==> config.mk <==
export PLATFORM = sky130hd
export DESIGN_NAME = riscv_fetch_unit
export DESIGN_NICKNAME = d
export VERILOG_FILES = /design/src/rtl/riscv_fetch_unit.sv
export SDC_FILE = /design/constraint.sdc
export NUM_CORES = 1
export LEC_CHECK = 0
export BUFFER_PORTS_ARGS = -buffer_cell sky130_fd_sc_hd__buf_2
export CAP_MARGIN = 20
export CORE_ASPECT_RATIO = 1.4
export CORE_MARGIN = 2
export CORE_UTILIZATION = 50
export DETAILED_ROUTE_END_ITERATION = 10
export PLACE_DENSITY = 0.73
export SLEW_MARGIN = 20
export SYNTH_ARGS = -nofsm -noshare
export SYNTH_HDL_FRONTEND = slang
export SYNTH_SLANG_ARGS = --single-unit
==> constraint.sdc <==
create_clock -name clk -period 6.4 [get_ports clk]
set_input_delay 0.32 -clock clk [delete_from_list [all_inputs] [get_ports clk]]
set_output_delay 0.32 -clock clk [all_outputs]
set_load 0.05 [all_outputs]
==> src/rtl/riscv_fetch_unit.sv <==
// Instruction fetch front end: PC, credit-limited imem requests, in-order response FIFO to decode.
// Response to if_* is 1 cycle; requests stall when outstanding + buffered reaches DEPTH or on redirect.
module riscv_fetch_unit #(
    parameter int              XLEN     = 32,
    parameter logic [XLEN-1:0] RESET_PC = '0,
    parameter int              DEPTH    = 2
) (
    input  logic            clk,
    input  logic            reset,
    output logic            imem_req_valid,
    output logic [XLEN-1:0] imem_req_addr,
    input  logic            imem_req_ready,
    input  logic            imem_rsp_valid,
    input  logic [XLEN-1:0] imem_rsp_data,
    input  logic            redirect_valid,
    input  logic [XLEN-1:0] redirect_pc,
    output logic            if_valid,
    output logic [XLEN-1:0] if_pc,
    output logic [XLEN-1:0] if_instr,
    input  logic            if_ready
);
    localparam int PW = (DEPTH > 1) ? $clog2(DEPTH) : 1;
    localparam int CW = PW + 1;
    localparam logic [CW:0] DEPTH_C = (CW + 1)'(DEPTH);

    logic [XLEN-1:0] fetch_pc_q, fetch_pc_d;
    logic [XLEN-1:0] resp_pc_q, resp_pc_d;
    logic [CW-1:0]   outstanding_q, outstanding_d;
    logic [CW-1:0]   drop_q, drop_d;
    logic [CW-1:0]   count_q, count_d;
    logic [PW-1:0]   rd_ptr_q, rd_ptr_d;
    logic [PW-1:0]   wr_ptr_q, wr_ptr_d;
    logic [XLEN-1:0] fifo_pc_q    [DEPTH];
    logic [XLEN-1:0] fifo_instr_q [DEPTH];

    logic [XLEN-1:0] redirect_tgt;
    logic [CW:0]     in_flight;
    logic            req_fire;
    logic            push;
    logic            pop;
    logic            unused_lsbs;

    assign unused_lsbs  = ^redirect_pc[1:0];
    assign redirect_tgt = {redirect_pc[XLEN-1:2], 2'b00};

    // Credit covers both in-flight words and buffered words, so the FIFO can never overflow.
    assign in_flight      = {1'b0, outstanding_q} + {1'b0, count_q};
    assign imem_req_valid = !reset && !redirect_valid && (in_flight < DEPTH_C);
    assign imem_req_addr  = fetch_pc_q;
    assign req_fire       = imem_req_valid && imem_req_ready;

    assign if_valid = (count_q != '0);
    assign if_pc    = if_valid ? fifo_pc_q[rd_ptr_q]    : '0;
    assign if_instr = if_valid ? fifo_instr_q[rd_ptr_q] : '0;

    assign push = imem_rsp_valid && (drop_q == '0) && !redirect_valid;
    assign pop  = if_valid && if_ready;

    always_comb begin
        fetch_pc_d    = fetch_pc_q;
        resp_pc_d     = resp_pc_q;
        outstanding_d = outstanding_q + CW'(req_fire) - CW'(imem_rsp_valid);
        drop_d        = drop_q;
        count_d       = count_q + CW'(push) - CW'(pop);
        rd_ptr_d      = rd_ptr_q;
        wr_ptr_d      = wr_ptr_q;

        if (req_fire) begin
            fetch_pc_d = fetch_pc_q + XLEN'(4);
        end
        if (imem_rsp_valid && (drop_q != '0)) begin
            drop_d = drop_q - CW'(1);
        end
        if (push) begin
            wr_ptr_d  = wr_ptr_q + PW'(1);
            resp_pc_d = resp_pc_q + XLEN'(4);
        end
        if (pop) begin
            rd_ptr_d = rd_ptr_q + PW'(1);
        end

        // Every request still in flight is wrong-path; a response landing now is discarded too.
        if (redirect_valid) begin
            fetch_pc_d = redirect_tgt;
            resp_pc_d  = redirect_tgt;
            drop_d     = outstanding_q - CW'(imem_rsp_valid);
            count_d    = '0;
            rd_ptr_d   = '0;
            wr_ptr_d   = '0;
        end
    end

    always_ff @(posedge clk) begin
        if (reset) begin
            fetch_pc_q    <= RESET_PC;
            resp_pc_q     <= RESET_PC;
            outstanding_q <= '0;
            drop_q        <= '0;
            count_q       <= '0;
            rd_ptr_q      <= '0;
            wr_ptr_q      <= '0;
        end else begin
            fetch_pc_q    <= fetch_pc_d;
            resp_pc_q     <= resp_pc_d;
            outstanding_q <= outstanding_d;
            drop_q        <= drop_d;
            count_q       <= count_d;
            rd_ptr_q      <= rd_ptr_d;
            wr_ptr_q      <= wr_ptr_d;
        end
    end

    always_ff @(posedge clk) begin
        if (!reset && push) begin
            assert ({1'b0, count_q} < DEPTH_C);
            fifo_pc_q[wr_ptr_q]    <= resp_pc_q;
            fifo_instr_q[wr_ptr_q] <= imem_rsp_data;
        end
    end

endmodule

==> results of run 1 <==
worst max-delay path, stage by stage (launching register included):
cell     delay, ps
dfxtp_1        410
and2_1         170
fa_1           450
or3b_4         510
or4_1          700
or4_1          570
a21oi_1        140
area by class of cell:
cell class                      instances  area [um2]  share of cell area
Clock buffer                           17       425.4             0.04107
Inverter                               15       56.30            0.005435
Timing Repair Buffer                  170       873.3             0.08431
Tap cell                              236       295.3             0.02851
Sequential cell                       193        5109              0.4932
Clock inverter                         15       148.9             0.01437
Multi-Input combinational cell        525        3451              0.3331
cells by family after synthesis:
kind of cell	after synthesis
and+or+nand+nor	294
DFF	193
AOI/OAI and AO/OA	131
buffers and inverters	65
muxes	63
xor gates and xnor gates	24
adders and majority gates	9
other	1
worst max-delay path by stage:
stage,from,endpoint,slack [ps],depth (start not counted)
finish,count_q[0]$_SDFF_PP0_,imem_req_addr[28]$_SDFFE_PP0P_,3380,6
global route,count_q[0]$_SDFF_PP0_,outstanding_q[1]$_SDFF_PP0_,3210,11
CTS,count_q[0]$_SDFF_PP0_,imem_req_addr[28]$_SDFFE_PP0P_,3360,6
detailed placement,count_q[0]$_SDFF_PP0_,imem_req_addr[28]$_SDFFE_PP0P_,3390,6
global placement,count_q[0]$_SDFF_PP0_,imem_req_addr[28]$_SDFFE_PP0P_,3440,6
floorplan,drop_q[0]$_SDFFE_PP0P_,fifo_instr_q[0][0]$_DFFE_PP_,2160,6
stage by stage:
step | hold WS, ps | instance area (um2) | total power, mW
3_3_place_gp | 492.7 | 9784 | 1.790
5_1_grt | 38.97 | 10360 | 2.915
4_1_cts | 48.67 | 10360 | 2.826
2_1_floorplan | 418.9 | 8800 | 1.691
6_report | 68.73 | 10360 | 2.806
3_5_place_dp | 500.9 | 9784 | 1.797
Yosys cell counts, types with 14 or more instances:
cell type  number
edfxtp_1      124
nor2_1         93
dfxtp_1        69
mux2i_1        63
clkbuf_1       38
nand2_1        35
nand3_1        30
nand4_1        26
o21ai_0        21
a31oi_1        20
nor3_1         16
nor4_1         16
xnor2_1        16
inv_1          15
a211oi_1       14
or4_1          14
layer usage:
| metal | track usage | share of wire |
|---|---|---|
| met5 | 0 | 0 |
| met1 | 0.2781 | 0.41 |
| met3 | 0.04981 | 0.060 |
| met2 | 0.3732 | 0.50 |
| met4 | 0.08387 | 0.025 |
registers in the layout (all words and copies together) (netlist names), named ones only:
name           count
fifo_instr_q      64
fifo_pc_q         60
imem_req_addr     30
resp_pc_q         30
count_q            2
drop_q             2
outstanding_q      2
rd_ptr_q           1
wr_ptr_q           1
power by group through the flow:
stage	sequential [mW]	combinational [mW]	clock, mW
global route	1.44	0.368	1.11
global placement	1.45	0.336	0
floorplan	1.49	0.206	0
detailed placement	1.46	0.341	0
finish	1.43	0.341	1.04
CTS	1.43	0.342	1.06
==> results.tsv, run 1 <==
metric	value	unit
status	finished clean	
worst-margin pin slew	1071	ps
Final Wtd Congestion	0.8897	
worst hold path depth	1	
most common cell after layout, fill and taps aside	buf_2	
DRC viols	0	
initial DRC count	568	
Via-to-Cell Ratio	5.730	
H-tree Lvls	4	
via count	6710	
switching part of the total power	0.2773	
Critical Path Fanout Max	14	
mux contribution to synthesized area	0.07175	
P_sw	778.0	uW
Max Cap Viol	0	
sequential share of the synthesized area	0.5809	
Mapped Avg Cell Area	11.27	um2
die width	116.1	um
Skew-Pair Late Insertion Delay	440	ps
share of cells above drive strength 1	0.2289	
Die Span Y	160.9	um
commonest non-fill, non-tap cells in the layout	buf_2 (161), edfxtp_1 (124), nor2_1 (91), dfxtp_1 (68), mux2i_1 (63)	
Post-Syn Area	8788	um2
Async SR Flop Fraction	0	
Max-slew headroom	0.2792	
clock share of power	0.369	
Root Driver	clkbuf_16	
Yosys Warn Count	0	
type of origin of the critical path	flop	
synth top area cells	edfxtp_1 (42%), dfxtp_1 (16%), mux2i_1 (7.2%)	
Worst Hold Path EP	fifo_instr_q[1][7]$_DFFE_PP_	
clk slew on worst S/H paths	70	ps
required time worst endpoint	6770	ps
Total GRT Usage	0.2221	
crit path kind	flop to flop	
Final TNS setup	0	ps
Fmax	0.3310	GHz
post-synthesis cell count	780	
Inst Count DP	1139	
Syn-to-layout area delta	17.87	%
post-route ant nets	0	
final worst slack	3379	ps
Die ar.	18670	um2
post-synth top area share	0.4237	
worst r2r dst	imem_req_addr[28]$_SDFFE_PP0P_	
via count of the first global-routing pass	6256	
XOR/XNOR share of the synthesized area	0.02392	
Crit. End Element	flop	
FILL cells	1475	
worst vdd ir	0.1390	mV
Synth cell types	59	
FP Rows	57	
crit path DAT	3390	ps
Critical R2R Launch	count_q[0]$_SDFF_PP0_	
number of synthesized register bits	193	
Reg power frac	0.510	
r2r worst-path depth	6	
first-pass GRT wire length	32150	um
Core Area	17260	um2
HP Class	input pin to flop	
Post-Synth Adder-Cell Area	0.01367	
clk sinks	193	
Post-Layout Cell Count	1171	
Max Slew Vio Count	0	
Setup Buffers After CTS	0	
Final Cycle Share	0.4720	
Synth Area in Simple Gates	0.1745	
combinational family with the most area after synthesis	simple AND/OR/NAND/NOR gates	
Clock Skew	11.61	ps
maximum number of pins on one net before global-route repair	64	
I/O pins	168	
Gate power share	0.121	
Synth area leader	edfxtp_1	
routed wire length	20380	um
min cycle time layout	3021	ps
Int Power	2.028	mW
post_cts resized	0	
Leakage	3.728	nW
DRT Pass-1 Iters	5	
Starting Density	0.5092	
Final Hold Viols	0	
Post-synth EDFFs	124	
PD cells	270.8	nW/um2
Synth Area in Compound Gates	0.1052	
initial antenna violation count	0	
routed len/inst	17.40	um
flop2flop setup slack	3380	ps
most used flip-flop cell after synthesis	edfxtp_1	
Final setup violation count	0	
Worst Min Path Start	imem_rsp_data[7]	
clock buffer count from CTS	17	
# diodes	0	
global route total overflow	0	
Post-CTS Hold Buffers	0	
IO buf count	161	
Setup WS pre-CTS	3391	ps
CTS tree	built	
Final Util	0.6002	
Final Net Count	1001	
hpwl dp	14010	um
RSZ-0062 raised after global routing	no	
buffer depth of the longest clock path	2	
No activity file was read; power rests on OpenSTA's default activity.
==> run 2: changes to the inputs <==
--- a/config.mk
+++ b/config.mk
@@ -11,7 +11,7 @@
 export CORE_MARGIN = 2
 export CORE_UTILIZATION = 50
 export DETAILED_ROUTE_END_ITERATION = 10
-export PLACE_DENSITY = 0.73
+export PLACE_DENSITY = 0.76
 export SLEW_MARGIN = 20
 export SYNTH_ARGS = -nofsm -noshare
 export SYNTH_HDL_FRONTEND = slang
==> constraint.sdc (replaced) <==
create_clock -name clk -period 2.7 [get_ports clk]
set_input_delay 0.135 -clock clk [delete_from_list [all_inputs] [get_ports clk]]
set_output_delay 0.135 -clock clk [all_outputs]
set_load 0.05 [all_outputs]
==> results.tsv, run 2 (synthesis results as in run 1) <==
metric	value	unit	change
FILL cells	1384		was 1475
Die ar.	18670	um2	unchanged
routed wire length	21740	um	was 20380 um
Via-to-Cell Ratio	5.745		was 5.730
DRC viols	0		unchanged
Final Cycle Share	0.9718		was 0.4720
Core Area	17260	um2	unchanged
flop2flop setup slack	80	ps	was 3380 ps
share of cells above drive strength 1	0.2547		was 0.2289
IO buf count	161		unchanged
maximum number of pins on one net before global-route repair	63		was 64
Leakage	4.045	nW	was 3.728 nW
Max Slew Vio Count	0		unchanged
min cycle time layout	2624	ps	was 3021 ps
crit path DAT	2980	ps	was 3390 ps
# diodes	0		unchanged
register cell area after layout	5111	um2	was 5109 um2
DRT Pass-1 Iters	6		was 5
Worst Hold Path EP	imem_req_addr[23]$_SDFFE_PP0P_		was fifo_instr_q[1][7]$_DFFE_PP_
Worst Path Buf+Inv	1		was 0
most common cell after layout, fill and taps aside	buf_2		unchanged
worst-margin pin slew	689.1	ps	was 1071 ps
I/O pins	168		unchanged
combined area of the multi-input logic cells	3507	um2	was 3451 um2
Crit. End Element	flop		unchanged
global route total overflow	0		unchanged
Skew-Pair Late Insertion Delay	420	ps	was 440 ps
type of origin of the critical path	flop		unchanged
FP Rows	57		unchanged
clock buffer count from CTS	17		unchanged
Final Wtd Congestion	0.9713		was 0.8897
Starting Density	0.5092		unchanged
top flop regs	fifo_instr_q: 64 flops, fifo_pc_q: 60 flops		unchanged
PD cells	606.6	nW/um2	was 270.8 nW/um2
final worst slack	76.18	ps	was 3379 ps
buffer depth of the longest clock path	2		unchanged
Critical Path Fanout Max	6		was 14
die width	116.1	um	unchanged
Worst Min Path Start	redirect_pc[23]		was imem_rsp_data[7]
routed len/inst	17.58	um	was 17.40 um
first-pass GRT wire length	34080	um	was 32150 um
hpwl dp	14850	um	was 14010 um
hold_ws	14.21	ps	was 68.73 ps
cell chain of the critical path	and2_4, fa_1, or3b_4, buf_12, or3_4, or4_1, a31oi_1		was and2_1, fa_1, or3b_4, or4_1, or4_1, a21oi_1
worst hold path depth	3		was 1
worst vdd ir	0.3415	mV	was 0.1390 mV
status	finished clean		unchanged
Max Cap Viol	0		unchanged
Die Span Y	160.9	um	unchanged
crit path kind	flop to flop		unchanged
commonest non-fill, non-tap cells in the layout	buf_2 (161), edfxtp_1 (124), nor2_1 (90), dfxtp_1 (66), mux2i_1 (63)		was buf_2 (161), edfxtp_1 (124), nor2_1 (91), dfxtp_1 (68), mux2i_1 (63)
clk sinks	193		unchanged
via count of the first global-routing pass	6809		was 6256
r2r worst-path depth	7		was 6
Slowest Stage Delay on Critical Path	490	ps	was 700 ps
Root Driver	clkbuf_16		unchanged
Final Net Count	1067		was 1001
Syn-to-layout area delta	25.83	%	was 17.87%
Final Hold Viols	0		unchanged
CTS tree	built		unchanged
Biggest register	fifo_instr_q		unchanged
Critical R2R Launch	count_q[0]$_SDFF_PP0_		unchanged
required time worst endpoint	3050	ps	was 6770 ps
max reg flops	64		unchanged
critical path's slowest cell	fa_1		was or4_1
RSZ-0062 raised after global routing	yes		was no
Final setup violation count	0		unchanged
Max-slew headroom	0.5357		was 0.2792
via count	7107		was 6710
Fmax	0.3811	GHz	was 0.3310 GHz
Total GRT Usage	0.2324		was 0.2221
cell family with most CP delay	simple AND/OR/NAND/NOR gates		unchanged
initial antenna violation count	0		unchanged
post-route ant nets	0		unchanged
Setup WS pre-CTS	16.26	ps	was 3391 ps
H-tree Lvls	4		unchanged
worst r2r dst	imem_req_addr[18]$_SDFFE_PP0P_		was imem_req_addr[28]$_SDFFE_PP0P_
HP Class	input pin to flop		unchanged
initial DRC count	705		was 568
clk slew on worst S/H paths	80	ps	was 70 ps
Clock Skew	17.04	ps	was 11.61 ps
## run 2: cell count changes in the layout (fill, tap and decap cells not counted), sizes merged
| cell | previous run | this run |
|---|---|---|
| clkbuf | 17 | 18 |
| buf | 170 | 197 |
| clkinvlp | 3 | 1 |
| dlygate4sd3 | 0 | 39 |
| inv | 22 | 24 |
| bufinv | 1 | 0 |
## run 2: worst reg2reg max path: cells and delay by family (launching register included)
| family | cells | cell delay (ps) |
|---|---|---|
| buffers and inverters | 1 | 140 |
| AO/OA/AOI/OAI | 1 | 150 |
| AND/OR/NAND/NOR | 4 | 1440 |
| flip-flops | 1 | 320 |
| adder cells (fa/ha/maj) | 1 | 490 |
## run 2: where the power goes
part,total [mW],internal [mW],switching [mW],leakage (nW)
Combinational,0.921,0.326,0.595,2.06
Clock,2.40,1.23,1.17,0.276
Sequential,3.39,3.26,0.129,1.71
## run 2: timing repair
item                       in CTS  in global routing
hold endpoints to repair       74                  0
setup endpoints to repair       2                  7
resized for setup               2                 13
hold buffers                   39                  0
setup buffers                   0                  1
pin swaps                       0                  8
## run 2: how the worst max path moves through the flow
| stage | from | to | slack (ps) | cells past startpoint |
|---|---|---|---|---|
| after floorplan | count_q[0]$_SDFF_PP0_ | outstanding_q[1]$_SDFF_PP0_ | 0.9 | 12 |
| after global placement | count_q[0]$_SDFF_PP0_ | imem_req_addr[18]$_SDFFE_PP0P_ | 30 | 7 |
| after detailed placement | outstanding_q[0]$_SDFF_PP0_ | imem_req_addr[28]$_SDFFE_PP0P_ | 20 | 7 |
| after CTS | outstanding_q[0]$_SDFF_PP0_ | imem_req_addr[28]$_SDFFE_PP0P_ | 7 | 6 |
| after global routing | count_q[0]$_SDFF_PP0_ | outstanding_q[1]$_SDFF_PP0_ | -20 | 12 |
| final | count_q[0]$_SDFF_PP0_ | imem_req_addr[18]$_SDFFE_PP0P_ | 80 | 7 |
## run 2: area by class of cell
cell class / count / area share
well taps: 236 / 0.02670
flip-flops and latches: 193 / 0.4622
repair buffers: 236 / 0.1375
inverters: 15 / 0.005092
clock buffers: 18 / 0.03881
multi-input cells: 525 / 0.3172
clock inverters: 14 / 0.01256
## run 2: metal layers
metal | vias up | GRT usage | wire, um
li1 | 3368 | - | -
met1 | 3384 | 0.2784 | 8560
met2 | 312 | 0.4088 | 11220
met3 | 43 | 0.04000 | 1411
met4 | 0 | 0.09470 | 549
met5 | - | 0 | 0
## run 2: through the flow
step                      utilization  area, um2  setup TNS, ps  total power [mW]  cells
after global routing           0.6407      11060         -21.49             6.944   1237
after detailed placement       0.5813      10030              0             4.301   1165
final                          0.6407      11060              0             6.708   1237
after floorplan                     -       8812              0             4.008    783
after global placement         0.5813      10030              0             4.283   1165
after CTS                      0.6375      11000              0             6.732   1236
==> run 3: changes to the inputs <==
--- a/config.mk
+++ b/config.mk
@@ -11,6 +11,7 @@
 export CORE_MARGIN = 2
 export CORE_UTILIZATION = 50
 export DETAILED_ROUTE_END_ITERATION = 10
+export MAX_ROUTING_LAYER = met4
 export PLACE_DENSITY = 0.76
 export SLEW_MARGIN = 20
 export SYNTH_ARGS = -nofsm -noshare
==> results.tsv, run 3 (synthesis results as in run 1) <==
metric	value	unit	change
Max-slew headroom	0.4142		was 0.5357
Core Area	17260	um2	unchanged
via count of the first global-routing pass	6767		was 6809
post-route ant nets	0		unchanged
Root Driver	clkbuf_16		unchanged
Total GRT Usage	0.2385		was 0.2324
global route total overflow	0		unchanged
register cell area after layout	5111	um2	unchanged
Final Cycle Share	0.9708		was 0.9718
FILL cells	1427		was 1384
I/O pins	168		unchanged
CP Depth	8		was 7
combined area of the multi-input logic cells	3487	um2	was 3507 um2
hold_ws	30.73	ps	was 14.21 ps
Syn-to-layout area delta	25.90	%	was 25.83%
IO buf count	161		unchanged
Final TNS setup	0	ps	unchanged
Critical Path Fanout Max	5		was 6
DRC viols	0		unchanged
# diodes	0		unchanged
via count	7173		was 7107
CTS tree	built		unchanged
initial antenna violation count	0		unchanged
FP Rows	57		unchanged
clock share of power	0.368		was 0.358
PD cells	615.6	nW/um2	was 606.6 nW/um2
switching part of the total power	0.2796		was 0.2820
worst hold path depth	3		unchanged
routed wire length	21850	um	was 21740 um
Max Cap Viol	0		unchanged
r2r worst-path depth	8		was 7
Fmax	0.3815	GHz	was 0.3811 GHz
buffer depth of the longest clock path	2		unchanged
maximum number of pins on one net before global-route repair	63		unchanged
status	finished clean		unchanged
type of origin of the critical path	flop		unchanged
Final setup violation count	0		unchanged
die width	116.1	um	unchanged
Reg power frac	0.497		was 0.505
Gate power share	0.135		was 0.137
Clock Skew	13.67	ps	was 17.04 ps
H-tree Lvls	4		unchanged
commonest non-fill, non-tap cells in the layout	buf_2 (161), edfxtp_1 (124), nor2_1 (90), dfxtp_1 (66), mux2i_1 (63)		unchanged
initial DRC count	652		was 705
Leakage	4.067	nW	was 4.045 nW
cell chain of the critical path	and2_4, fa_1, or3b_4, buf_6, buf_6, or3_1, or4_1, a31oi_1		was and2_4, fa_1, or3b_4, buf_12, or3_4, or4_1, a31oi_1
P_sw	1.905	mW	was 1.892 mW
Final Net Count	1068		was 1067
cell family with most CP delay	simple AND/OR/NAND/NOR gates		unchanged
most common cell after layout, fill and taps aside	buf_2		unchanged
Slowest Stage Delay on Critical Path	480	ps	was 490 ps
critical path's slowest cell	fa_1		unchanged
Biggest register	fifo_instr_q		unchanged
Crit. End Element	flop		unchanged
required time worst endpoint	3060	ps	was 3050 ps
Final Util	0.6411		was 0.6407
share of cells above drive strength 1	0.2535		was 0.2547
Die ar.	18670	um2	unchanged
Final Hold Viols	0		unchanged
crit path DAT	2980	ps	about the same
Post-Layout Cell Count	1238		was 1237
clk slew on worst S/H paths	80	ps	about the same
min cycle time layout	2621	ps	was 2624 ps
CP dominant cell by count	buf_6		
RSZ-0062 raised after global routing	no		was yes
top flop regs	fifo_instr_q: 64 flops, fifo_pc_q: 60 flops		unchanged
max reg flops	64		unchanged
Skew-Pair Late Insertion Delay	430	ps	was 420 ps
first-pass GRT wire length	33740	um	was 34080 um
clock buffer count from CTS	17		unchanged
clk sinks	193		unchanged
routed len/inst	17.65	um	was 17.58 um
Int Power	4.906	mW	was 4.817 mW
Inst Count DP	1165		unchanged
crit path kind	flop to flop		unchanged
Max Slew Vio Count	0		unchanged
Via-to-Cell Ratio	5.794		was 5.745
HP Class	input pin to flop		unchanged
Die Span Y	160.9	um	unchanged
worst vdd ir	0.3299	mV	was 0.3415 mV
hpwl dp	14810	um	was 14850 um
Starting Density	0.5092		unchanged
total design power	6.811	mW	was 6.708 mW
Final Wtd Congestion	0.9601		was 0.9713
Worst Path Buf+Inv	2		was 1
DRT Pass-1 Iters	5		was 6
worst-margin pin slew	869.5	ps	was 689.1 ps
==> run 3: cell types whose count changed in the layout (fill, tap and decap cells not counted), sizes merged <==
cell         change
bufinv           +1
dlygate4sd3      +1
clkbuf           -1
==> run 3: worst register-to-register path: stages, from the launching register on <==
cell and delay (ps):
dfxtp_2 320, and2_4 150, fa_1 480, or3b_4 460, buf_6 140, buf_6 110
or3_1 290, or4_1 470, a31oi_1 130
==> run 3: repair_timing <==
action,in CTS,in global routing
hold buffers,40,0
endpoints found under the setup margin,5,8
hold endpoints to repair,75,0
pin swaps,1,11
buffers inserted,0,1
resized for setup,1,12
==> run 3: cell type report <==
class | count | share of cell area
Clock buffer | 17 | 0.03845
Clock inverter | 15 | 0.01481
Inverter | 15 | 0.005089
Multi-Input combinational cell | 525 | 0.3152
Sequential cell | 193 | 0.4619
Tap cell | 236 | 0.02669
Timing Repair Buffer | 237 | 0.1378
==> run 3: power by group through the flow <==
stage,registers [mW],logic (mW),clock network [mW]
global route,3.40,0.984,2.66
floorplan,3.52,0.490,0
finish,3.38,0.921,2.51
global placement,3.44,0.838,0
CTS,3.38,0.903,2.56
detailed placement,3.44,0.852,0
==> run 3: stage by stage <==
stage	worst slack [ps]	area, um2
after floorplan	0.8675	8812
after global placement	14.32	10020
after detailed placement	-39.72	10020
after CTS	13.25	11010
after global routing	10.50	11060
final	78.83	11060
==> run 3: path summary, 6_finish.rpt <==
check / start / to / slack (ps)
setup / recovery: count_q[0]$_SDFF_PP0_ / imem_req_addr[22]$_SDFFE_PP0P_ / 80
hold / removal: redirect_pc[23] / imem_req_addr[23]$_SDFFE_PP0P_ / 30
setup reg to reg: count_q[0]$_SDFF_PP0_ / imem_req_addr[22]$_SDFFE_PP0P_ / 80
hold reg to reg: resp_pc_q[31]$_SDFFE_PP0P_ / fifo_pc_q[1][31]$_DFFE_PP_ / 510
==> run 3: routing by layer <==
metal  GRT usage  vias up  wire (um)
met1      0.2746     3393       8536
met2      0.4091      356      11160
met4      0.1028        0        629
met3     0.03660       53       1525
li1            -     3371          -
met5           -        -          0
